File: src/rtl/aes_key_pkg.sv
// Shared AES key-length encodings, column width and streamer state type.
package aes_key_pkg;

  localparam int unsigned WORD_BITS = 32;

  localparam logic [1:0] KEY_LEN_128     = 2'b00;
  localparam logic [1:0] KEY_LEN_192     = 2'b01;
  localparam logic [1:0] KEY_LEN_256     = 2'b10;
  localparam logic [1:0] KEY_LEN_ILLEGAL = 2'b11;

  typedef enum logic {
    IDLE   = 1'b0,
    STREAM = 1'b1
  } state_e;

  // Number of 32-bit columns for a key length; the illegal code maps to 4 but is never captured.
  function automatic logic [3:0] nk_of(input logic [1:0] key_len);
    logic [3:0] nk;
    nk = 4'd4;
    case (key_len)
      KEY_LEN_128: nk = 4'd4;
      KEY_LEN_192: nk = 4'd6;
      KEY_LEN_256: nk = 4'd8;
      default:     nk = 4'd4;
    endcase
    return nk;
  endfunction

endpackage

File: src/rtl/key_word_mux.sv
// Combinational column selector: picks column idx_i of an MSB-aligned key.
module key_word_mux #(
  parameter int unsigned MAX_KEY_BITS = 256,
  parameter int unsigned WORD_BITS    = 32,
  parameter int unsigned IDX_BITS     = 3
) (
  input  logic [MAX_KEY_BITS-1:0] key_i,
  input  logic [IDX_BITS-1:0]     idx_i,
  output logic [WORD_BITS-1:0]    word_o
);

  localparam int unsigned NUM_WORDS = MAX_KEY_BITS / WORD_BITS;

  // Column i lives at key_i[MAX_KEY_BITS-1-WORD_BITS*i -: WORD_BITS].
  always_comb begin
    word_o = '0;
    for (int unsigned i = 0; i < NUM_WORDS; i++) begin
      if (idx_i == IDX_BITS'(i)) begin
        word_o = key_i[MAX_KEY_BITS-1-WORD_BITS*i -: WORD_BITS];
      end
    end
  end

endmodule

File: src/rtl/key_word_streamer.sv
// Registers an AES-128/192/256 key and streams it out as Nk 32-bit columns.
module key_word_streamer #(
  parameter int unsigned MAX_KEY_BITS = 256,
  parameter int unsigned WORD_BITS    = 32,
  parameter int unsigned IDX_BITS     = 3
) (
  input  logic                    clk,
  input  logic                    rst,
  input  logic                    flush,
  input  logic                    in_valid,
  output logic                    in_ready,
  input  logic [MAX_KEY_BITS-1:0] key_in,
  input  logic [1:0]              key_len,
  output logic                    out_valid,
  input  logic                    out_ready,
  output logic [WORD_BITS-1:0]    out_word,
  output logic [IDX_BITS-1:0]     out_index,
  output logic                    out_last,
  output logic                    busy,
  output logic                    err_len
);

  import aes_key_pkg::*;

  localparam int unsigned NK_BITS = IDX_BITS + 1;

  state_e                  state_q;
  logic [MAX_KEY_BITS-1:0] key_q;
  logic [NK_BITS-1:0]      nk_q;
  logic [IDX_BITS-1:0]     cnt_q;
  logic [WORD_BITS-1:0]    out_word_q;
  logic [IDX_BITS-1:0]     out_index_q;
  logic                    out_last_q;
  logic                    err_len_q;

  logic [IDX_BITS-1:0]     cnt_inc;
  logic [WORD_BITS-1:0]    next_word;
  logic                    load;
  logic                    load_legal;

  // A new key may enter when idle, or exactly when the last column is being taken.
  assign in_ready   = !flush && ((state_q == IDLE) ||
                                 ((state_q == STREAM) && out_last_q && out_ready));
  assign load       = in_valid && in_ready;
  assign load_legal = (key_len != KEY_LEN_ILLEGAL);
  assign cnt_inc    = cnt_q + IDX_BITS'(1);

  // Column that follows the one currently presented.
  key_word_mux #(
    .MAX_KEY_BITS(MAX_KEY_BITS),
    .WORD_BITS   (WORD_BITS),
    .IDX_BITS    (IDX_BITS)
  ) u_mux (
    .key_i (key_q),
    .idx_i (cnt_inc),
    .word_o(next_word)
  );

  // Load / stream / flush state machine with registered column outputs.
  always_ff @(posedge clk) begin
    if (rst) begin
      state_q     <= IDLE;
      key_q       <= '0;
      nk_q        <= '0;
      cnt_q       <= '0;
      out_word_q  <= '0;
      out_index_q <= '0;
      out_last_q  <= 1'b0;
      err_len_q   <= 1'b0;
    end else begin
      err_len_q <= 1'b0;
      if (flush) begin
        state_q     <= IDLE;
        cnt_q       <= '0;
        out_index_q <= '0;
        out_last_q  <= 1'b0;
      end else if (load && load_legal) begin
        state_q     <= STREAM;
        key_q       <= key_in;
        nk_q        <= NK_BITS'(nk_of(key_len));
        cnt_q       <= '0;
        out_word_q  <= key_in[MAX_KEY_BITS-1 -: WORD_BITS];
        out_index_q <= '0;
        out_last_q  <= 1'b0;
      end else if (load) begin
        // Illegal length: consume the load, capture nothing, flag it.
        state_q    <= IDLE;
        err_len_q  <= 1'b1;
        cnt_q      <= '0;
        out_last_q <= 1'b0;
      end else if ((state_q == STREAM) && out_ready) begin
        if (out_last_q) begin
          state_q    <= IDLE;
          out_last_q <= 1'b0;
        end else begin
          cnt_q       <= cnt_inc;
          out_word_q  <= next_word;
          out_index_q <= cnt_inc;
          out_last_q  <= (NK_BITS'(cnt_inc) == (nk_q - NK_BITS'(1)));
        end
      end
    end
  end

  assign out_valid = (state_q == STREAM);
  assign busy      = (state_q == STREAM);
  assign out_word  = out_word_q;
  assign out_index = out_index_q;
  assign out_last  = out_last_q;
  assign err_len   = err_len_q;

endmodule

File: config.mk
export PLATFORM = sky130hd
export DESIGN_NAME = key_word_streamer
export DESIGN_NICKNAME = d
export VERILOG_FILES = /design/src/rtl/aes_key_pkg.sv /design/src/rtl/key_word_mux.sv /design/src/rtl/key_word_streamer.sv
export SDC_FILE = /design/constraint.sdc
export NUM_CORES = 1
export LEC_CHECK = 0
export BUFFER_PORTS_ARGS = -buffer_cell sky130_fd_sc_hd__buf_2
export CORE_MARGIN = 1.5
export CORE_UTILIZATION = 35
export DETAILED_ROUTE_END_ITERATION = 16
export GPL_ROUTABILITY_DRIVEN = 0
export PLACE_DENSITY = 0.59
export SYNTH_ARGS = -nofsm -noshare
export SYNTH_HDL_FRONTEND = slang
export SYNTH_SLANG_ARGS = --single-unit
export TNS_END_PERCENT = 10
File: constraint.sdc
create_clock -name clk -period 2.1 [get_ports clk]
set_input_delay 0.105 -clock clk [delete_from_list [all_inputs] [get_ports clk]]
set_output_delay 0.105 -clock clk [all_outputs]
set_load 0.01 [all_outputs]
==> flow_results.xml, run 1 <==
<?xml version="1.0" encoding="UTF-8"?>
<metrics>
  <group name="job">
    <metric name="max_cap_violations" unit="">0</metric>
  </group>
  <group name="logic_synthesis">
    <metric name="synth_sequential_area_ratio" unit="%">45.38</metric>
    <metric name="synth_area_leaders" unit="">sky130_fd_sc_hd__dfxtp_1 (45%), sky130_fd_sc_hd__nand2_1 (17%), sky130_fd_sc_hd__a21oi_1 (13%), sky130_fd_sc_hd__a221oi_2 (2.3%), sky130_fd_sc_hd__buf_2 (2.1%)</metric>
    <metric name="syn-instance-count" unit="">1733</metric>
    <metric name="ys_ff_latch" unit="">300</metric>
    <metric name="yosys_warnings" unit="">0</metric>
    <metric name="synth.net_count" unit="">2002</metric>
    <metric name="ys_types" unit="">36</metric>
    <metric name="netlist.top_cell.by_area" unit="">sky130_fd_sc_hd__dfxtp_1</metric>
    <metric name="postSynth.asyncResetShare" unit="%">0</metric>
    <metric name="ys.flop_type" unit="">sky130_fd_sc_hd__dfxtp_1</metric>
    <metric name="synth_edf_count" unit="">0</metric>
    <metric name="yosys.area.top_type_share" unit="%">45.38</metric>
    <metric name="mappedNetlistArea" unit="mm^2">0.01323</metric>
    <metric name="synth.avg_cell_area" unit="um^2">7.636</metric>
  </group>
  <group name="placed_design">
    <metric name="placedInstanceArea" unit="mm^2">0.01553</metric>
    <metric name="place.detailed.hpwl" unit="um">31150</metric>
    <metric name="port-buffer-count" unit="">302</metric>
  </group>
  <group name="clock_tree">
    <metric name="clk_pin_slew_worst_paths" unit="ns">0.06</metric>
    <metric name="clock-sinks" unit="">300</metric>
    <metric name="root_buffer" unit="">sky130_fd_sc_hd__clkbuf_16</metric>
    <metric name="cts-buffers-inserted" unit="">35</metric>
    <metric name="max-clock-path-buffers" unit="">3</metric>
    <metric name="tritoncts_clock_tree" unit="">done</metric>
    <metric name="clock_latency" unit="ns">0.51</metric>
    <metric name="htreeDepth" unit="">2</metric>
    <metric name="cts_repair_resize_count" unit="">0</metric>
  </group>
  <group name="die">
    <metric name="core_area" unit="mm^2">0.03740</metric>
    <metric name="fp-row-count" unit="">71</metric>
    <metric name="top_level_ports" unit="">303</metric>
    <metric name="fp.dieW" unit="um">197.5</metric>
    <metric name="die_h" unit="um">197.5</metric>
    <metric name="starting_density_of_the_core" unit="%">35.39</metric>
    <metric name="dieArea" unit="mm^2">0.03899</metric>
  </group>
  <group name="setup_path">
    <metric name="worstSetupStartpointType" unit="">flip-flop</metric>
    <metric name="critical_setup_path_kind" unit="">reg2reg</metric>
    <metric name="endpoint_kind" unit="">flip-flop</metric>
    <metric name="required" unit="ns">2.52</metric>
    <metric name="critical_path_peak_fanout" unit="">21</metric>
    <metric name="timing.critical_path.arrival" unit="ns">2.37</metric>
  </group>
  <group name="timing">
    <metric name="maxSlewHeadroom" unit="%">62.52</metric>
    <metric name="final_setup_violating_endpoints" unit="">0</metric>
    <metric name="timing.final.crit_period" unit="ns">1.948</metric>
    <metric name="fin_skew" unit="ns">0.01555</metric>
    <metric name="hold_ws" unit="ns">0.06985</metric>
    <metric name="timing.setup.tns" unit="ns">0</metric>
    <metric name="min_period_over_period" unit="%">92.76</metric>
    <metric name="tightest_slew" unit="ns">0.5571</metric>
    <metric name="max_clock_freq" unit="MHz">513.3</metric>
    <metric name="timing.final.hold_violations" unit="">0</metric>
    <metric name="grt_setup_unrepaired" unit="">false</metric>
    <metric name="report.final.slew_viol_count" unit="">0</metric>
  </group>
  <group name="grt">
    <metric name="first_pass_grt_wire_length" unit="um">73310</metric>
    <metric name="grt_remaining_overflow" unit="">0</metric>
    <metric name="via_count_of_the_first_global_routing_pass" unit="">13803</metric>
    <metric name="pin_count_of_the_biggest_net_entering_global_routing" unit="">77</metric>
    <metric name="grt_util_all_layers" unit="%">23.67</metric>
    <metric name="antenna_violations_before_repair" unit="">3</metric>
  </group>
  <group name="layout">
    <metric name="drive_above_1_share" unit="%">20.94</metric>
    <metric name="layout.core_utilization" unit="%">51.73</metric>
    <metric name="area.growth.synth_to_final" unit="%">46.19</metric>
    <metric name="most-common-layout-cells" unit="">sky130_fd_sc_hd__nand2_1 (616), sky130_fd_sc_hd__a21oi_1 (354), sky130_fd_sc_hd__buf_2 (301), sky130_fd_sc_hd__dfxtp_1 (300), sky130_fd_sc_hd__dlygate4sd3_1 (264)</metric>
    <metric name="num-nets-final" unit="">2518</metric>
    <metric name="mostFrequentLayoutCell" unit="">sky130_fd_sc_hd__nand2_1</metric>
    <metric name="filler_cells" unit="">3517</metric>
    <metric name="stdcell_area" unit="mm^2">0.01935</metric>
  </group>
  <group name="power">
    <metric name="cellPowerDensity" unit="mW/mm^2">707.2</metric>
    <metric name="cellLeakagePower" unit="uW">0.007424</metric>
    <metric name="ir_drop" unit="mV">0.4835</metric>
  </group>
  <group name="route">
    <metric name="post_drt_wl_per_cell" unit="um">17.13</metric>
    <metric name="dr_drc_count" unit="">0</metric>
    <metric name="dr.first_iter.drc_count" unit="">765</metric>
    <metric name="wl" unit="um">47770</metric>
    <metric name="avgViaCountPerCell" unit="">5.044</metric>
    <metric name="drt-pass1-iter-count" unit="">5</metric>
    <metric name="postRouteAntennaNets" unit="">0</metric>
    <metric name="overall_via_count_from_detail_route" unit="">14069</metric>
  </group>
  <group name="status">
    <metric name="status" unit="">finished, final reports clean</metric>
  </group>
  <group name="worst_hold_path">
    <metric name="min-delay-path-class" unit="">in2reg</metric>
  </group>
</metrics>
## area by class of cell
cell class / count / area, um^2 / share of cell area [%]
multi-input combinational: 1271 / 6487 / 33.53
sequential: 300 / 6006 / 31.04
timing repair buffer: 635 / 5065 / 26.18
clock buffer: 50 / 1025 / 5.297
tap: 511 / 639.4 / 3.305
clock inverter: 11 / 90.09 / 0.4656
inverter: 6 / 22.52 / 0.1164
antenna: 5 / 12.51 / 0.06467
## critical path, cell delays in order (launching register included)
cell,delay [ns]
sky130_fd_sc_hd__dfxtp_1,0.31
sky130_fd_sc_hd__buf_4,0.15
sky130_fd_sc_hd__inv_1,0.13
sky130_fd_sc_hd__ha_4,0.31
sky130_fd_sc_hd__buf_4,0.31
sky130_fd_sc_hd__a21oi_1,0.11
sky130_fd_sc_hd__o211ai_1,0.31
sky130_fd_sc_hd__a221oi_2,0.07
sky130_fd_sc_hd__a211oi_2,0.15
## final timing paths
check | startpoint | end | slack [ns] | cells past startpoint
worst max-delay path | cnt_q[1] | out_word[19] | 0.15 | 8
worst min-delay path | in_valid | nk_q[1] | 0.07 | 5
worst max register to register | cnt_q[1] | out_word[19] | 0.15 | 8
worst min register to register | key_q[158] | key_q[158] | 0.45 | 2
## logic make-up (layout without fill, tap and decap cells)
family                     Yosys count  count (layout)  synth area share, %
AOI/OAI and AO/OA                  553             553                25.53
xor gates and xnor gates             6               6               0.3971
adders and majority gates            6               6               0.5673
buffers and inverters              162             702                6.117
DFF                                300             300                45.38
other                                0               5                    0
and+or+nand+nor                    706             706                22.01
## power breakdown
group,internal (uW),switching [uW]
registers,5950,147
clock network,3520,2410
logic,857,797
## cells in the mapped netlist, types with 2 or more instances
cell type                  count
sky130_fd_sc_hd__a21oi_1     354
sky130_fd_sc_hd__nor4_1        3
sky130_fd_sc_hd__ha_1          6
sky130_fd_sc_hd__o211ai_1     32
sky130_fd_sc_hd__buf_6         4
sky130_fd_sc_hd__o21ai_0      38
sky130_fd_sc_hd__a211oi_2     21
sky130_fd_sc_hd__dfxtp_1     300
sky130_fd_sc_hd__o21ai_1      26
sky130_fd_sc_hd__nand3b_1     34
sky130_fd_sc_hd__nand2_1     616
sky130_fd_sc_hd__xnor2_1       4
sky130_fd_sc_hd__inv_1         6
sky130_fd_sc_hd__o21bai_1     32
sky130_fd_sc_hd__a221oi_1     11
sky130_fd_sc_hd__buf_1         5
sky130_fd_sc_hd__a221oi_2     20
sky130_fd_sc_hd__nor2b_1      33
sky130_fd_sc_hd__a211oi_1     14
sky130_fd_sc_hd__buf_4        27
sky130_fd_sc_hd__nor2_1       10
sky130_fd_sc_hd__buf_2        56
sky130_fd_sc_hd__clkbuf_1     64
sky130_fd_sc_hd__xor2_1        2
sky130_fd_sc_hd__nor3_1        4
## what timing repair did
| item | CTS | global route |
|---|---|---|
| hold buffers | 264 | 0 |
| buffers inserted | 0 | 4 |
| hold endpoints to repair | 294 | 0 |
| endpoints found under the setup margin | 0 | 32 |
## routing by layer
| metal | global-route usage (%) | wire [um] |
|---|---|---|
| met1 | 30.85 | 20930 |
| met2 | 38.99 | 22390 |
| met3 | 3.483 | 2792 |
| met4 | 10.04 | 1655 |
| met5 | 0 | 0 |
## flip-flops by register name (all words and copies together) (netlist names)
register / cells
err_len: 1
busy: 1
key_q: 256
nk_q: 3
out_word: 32
out_index: 3
out_last: 1
cnt_q: 3
## stage by stage
stage | power, uW | instances | setup WS [ns]
floorplan | 6880 | 1733 | 0.3436
CTS | 13780 | 2780 | 0.01805
global placement | 7439 | 2455 | 0.1054
global route | 14220 | 2787 | 0.006160
finish | 13680 | 2789 | 0.1520
detailed placement | 7462 | 2455 | 0.02096
Power figures use the tool's default switching activity.
==> run 2: changes to the inputs <==
--- a/config.mk
+++ b/config.mk
@@ -8,3 +8,2 @@
 export BUFFER_PORTS_ARGS = -buffer_cell sky130_fd_sc_hd__buf_2
-export CORE_MARGIN = 1.5
 export CORE_UTILIZATION = 35
--- a/constraint.sdc
+++ b/constraint.sdc
@@ -3,2 +3,2 @@
 set_output_delay 0.105 -clock clk [all_outputs]
-set_load 0.01 [all_outputs]
+set_load 0.005 [all_outputs]
==> flow_results.xml, run 2 (synthesis results as in run 1) <==
<?xml version="1.0" encoding="UTF-8"?>
<metrics>
  <group name="setup_path">
    <metric name="critical_setup_path_kind" unit="">reg2reg</metric>
    <metric name="worstSetupStartpointType" unit="">flip-flop</metric>
    <metric name="timing.critical_path.arrival" unit="ns">2.41</metric>
    <metric name="endpoint_kind" unit="">flip-flop</metric>
    <metric name="required" unit="ns">2.54</metric>
    <metric name="critical_path_peak_fanout" unit="">18</metric>
  </group>
  <group name="route">
    <metric name="wl" unit="um">47700</metric>
    <metric name="avgViaCountPerCell" unit="">5.033</metric>
    <metric name="drt-pass1-iter-count" unit="">6</metric>
    <metric name="dr.first_iter.drc_count" unit="">790</metric>
    <metric name="dr_drc_count" unit="">0</metric>
    <metric name="post_drt_wl_per_cell" unit="um">17.23</metric>
    <metric name="overall_via_count_from_detail_route" unit="">13935</metric>
    <metric name="postRouteAntennaNets" unit="">0</metric>
  </group>
  <group name="power">
    <metric name="cellLeakagePower" unit="uW">0.007368</metric>
    <metric name="internal_power" unit="uW">10810</metric>
    <metric name="ir_drop" unit="mV">0.4233</metric>
    <metric name="p_clk_share" unit="%">45.6</metric>
    <metric name="cellPowerDensity" unit="mW/mm^2">739.3</metric>
    <metric name="switching_part_of_the_total_power" unit="%">24.01</metric>
    <metric name="netSwitchingPower" unit="uW">3414</metric>
    <metric name="seqPwrFrac" unit="%">42.8</metric>
    <metric name="p_comb_share" unit="%">11.5</metric>
  </group>
  <group name="clock_tree">
    <metric name="htreeDepth" unit="">2</metric>
    <metric name="clock_latency" unit="ns">0.54</metric>
    <metric name="root_buffer" unit="">sky130_fd_sc_hd__clkbuf_16</metric>
    <metric name="clk_pin_slew_worst_paths" unit="ns">0.06</metric>
    <metric name="clock-sinks" unit="">300</metric>
    <metric name="cts-buffers-inserted" unit="">36</metric>
    <metric name="tritoncts_clock_tree" unit="">done</metric>
    <metric name="max-clock-path-buffers" unit="">3</metric>
  </group>
  <group name="timing">
    <metric name="timing.final.hold_violations" unit="">0</metric>
    <metric name="timing.setup.tns" unit="ns">0</metric>
    <metric name="grt_setup_unrepaired" unit="">false</metric>
    <metric name="maxSlewHeadroom" unit="%">50.98</metric>
    <metric name="report.final.slew_viol_count" unit="">0</metric>
    <metric name="final_setup_violating_endpoints" unit="">0</metric>
    <metric name="max_clock_freq" unit="MHz">507.0</metric>
    <metric name="timing.final.crit_period" unit="ns">1.972</metric>
    <metric name="fin_skew" unit="ns">0.02505</metric>
    <metric name="min_period_over_period" unit="%">93.92</metric>
    <metric name="hold_ws" unit="ns">0.03607</metric>
    <metric name="tightest_slew" unit="ns">0.7335</metric>
  </group>
  <group name="layout">
    <metric name="area_of_combinational_cells_with_multiple_inputs" unit="mm^2">0.006487</metric>
    <metric name="largest-register" unit="">key_q</metric>
    <metric name="largest_register_ff_count" unit="">256</metric>
    <metric name="filler_cells" unit="">3425</metric>
    <metric name="regArea" unit="mm^2">0.006007</metric>
    <metric name="drive_above_1_share" unit="%">20.68</metric>
    <metric name="area.growth.synth_to_final" unit="%">45.35</metric>
    <metric name="num-nets-final" unit="">2507</metric>
    <metric name="most-common-layout-cells" unit="">sky130_fd_sc_hd__nand2_1 (616), sky130_fd_sc_hd__a21oi_1 (354), sky130_fd_sc_hd__buf_2 (301), sky130_fd_sc_hd__dfxtp_1 (299), sky130_fd_sc_hd__dlygate4sd3_1 (262)</metric>
    <metric name="mostFrequentLayoutCell" unit="">sky130_fd_sc_hd__nand2_1</metric>
  </group>
  <group name="die">
    <metric name="fp-row-count" unit="">70</metric>
    <metric name="dieArea" unit="mm^2">0.03859</metric>
    <metric name="starting_density_of_the_core" unit="%">35.89</metric>
    <metric name="die_h" unit="um">196.5</metric>
    <metric name="top_level_ports" unit="">303</metric>
    <metric name="fp.dieW" unit="um">196.5</metric>
    <metric name="core_area" unit="mm^2">0.03687</metric>
  </group>
  <group name="grt">
    <metric name="antenna_violations_before_repair" unit="">2</metric>
    <metric name="first_pass_grt_wire_length" unit="um">72820</metric>
    <metric name="grt_util_all_layers" unit="%">23.82</metric>
    <metric name="via_count_of_the_first_global_routing_pass" unit="">13599</metric>
    <metric name="grt_remaining_overflow" unit="">0</metric>
    <metric name="pin_count_of_the_biggest_net_entering_global_routing" unit="">88</metric>
  </group>
  <group name="placed_design">
    <metric name="port-buffer-count" unit="">302</metric>
    <metric name="place.detailed.hpwl" unit="um">30710</metric>
  </group>
  <group name="worst_hold_path">
    <metric name="min-delay-path-class" unit="">in2reg</metric>
  </group>
  <group name="status">
    <metric name="status" unit="">finished, final reports clean</metric>
  </group>
  <group name="job">
    <metric name="max_cap_violations" unit="">0</metric>
  </group>
</metrics>
run 2: cell types whose count changed in the layout (fill, tap and decap cells not counted), moves of 2 or more:
cell,delta
sky130_fd_sc_hd__buf_12,-9
sky130_fd_sc_hd__buf_4,-3
sky130_fd_sc_hd__buf_6,+3
sky130_fd_sc_hd__bufinv_16,+3
sky130_fd_sc_hd__clkbuf_8,+3
sky130_fd_sc_hd__clkinv_2,-4
sky130_fd_sc_hd__diode_2,-3
sky130_fd_sc_hd__dlygate4sd3_1,-2
run 2: power by group through the flow:
stage,registers (uW),logic [uW],clock network [uW]
floorplan,6170,699,0
global placement,6210,1220,0
detailed placement,6210,1240,0
CTS,6090,1620,6610
global route,6110,1790,6830
finish,6090,1640,6490
run 2: final timing paths:
path | start | endpoint | slack [ns] | depth (start not counted)
min | rst | key_q[205] | 0.04 | 2
max | cnt_q[0] | out_word[18] | 0.13 | 6
max reg2reg | cnt_q[0] | out_word[18] | 0.13 | 6
min reg2reg | key_q[69] | key_q[69] | 0.45 | 2
run 2: critical path, stage by stage (launching register included):
cell                       delay [ns]
sky130_fd_sc_hd__dfxtp_1         0.36
sky130_fd_sc_hd__ha_1            0.26
sky130_fd_sc_hd__xnor2_2         0.18
sky130_fd_sc_hd__nor2_4          0.58
sky130_fd_sc_hd__buf_12          0.25
sky130_fd_sc_hd__a221oi_2        0.08
sky130_fd_sc_hd__a211oi_2        0.16
run 2: cell type report:
| type | count | share of cell area [%] |
|---|---|---|
| clock buffers | 54 | 5.561 |
| repair buffers | 623 | 25.27 |
| multi-input cells | 1271 | 33.73 |
| inverters | 6 | 0.1171 |
| flip-flops and latches | 300 | 31.23 |
| clock inverters | 9 | 0.7935 |
| well taps | 504 | 3.278 |
| diodes | 2 | 0.02602 |
run 2: layer usage:
metal  wire [um]  global-route usage [%]
met1       21210                   31.59
met2       22060                   38.40
met3        2698                   3.696
met4        1732                   10.10
met5           0                       0
run 2: repair_timing:
item	4_1_cts	5_1_grt
hold endpoints to repair	294	0
pin swaps	0	0
hold buffers	262	0
setup endpoints to repair	5	29
gates resized for setup	1	3
buffers inserted	0	1
run 2: through the flow:
step | total power [uW] | cell area (um^2) | cells | util, % | worst slack [ns]
3_3_place_gp | 7426 | 15350 | 2441 | 41.64 | 0.09463
4_1_cts | 14310 | 19200 | 2766 | 52.08 | 0.05007
3_5_place_dp | 7447 | 15350 | 2441 | 41.64 | 0.002669
5_1_grt | 14740 | 19240 | 2769 | 52.17 | 0.02652
6_report | 14220 | 19240 | 2769 | 52.17 | 0.1276
2_1_floorplan | 6866 | 13230 | 1733 | - | 0.3436
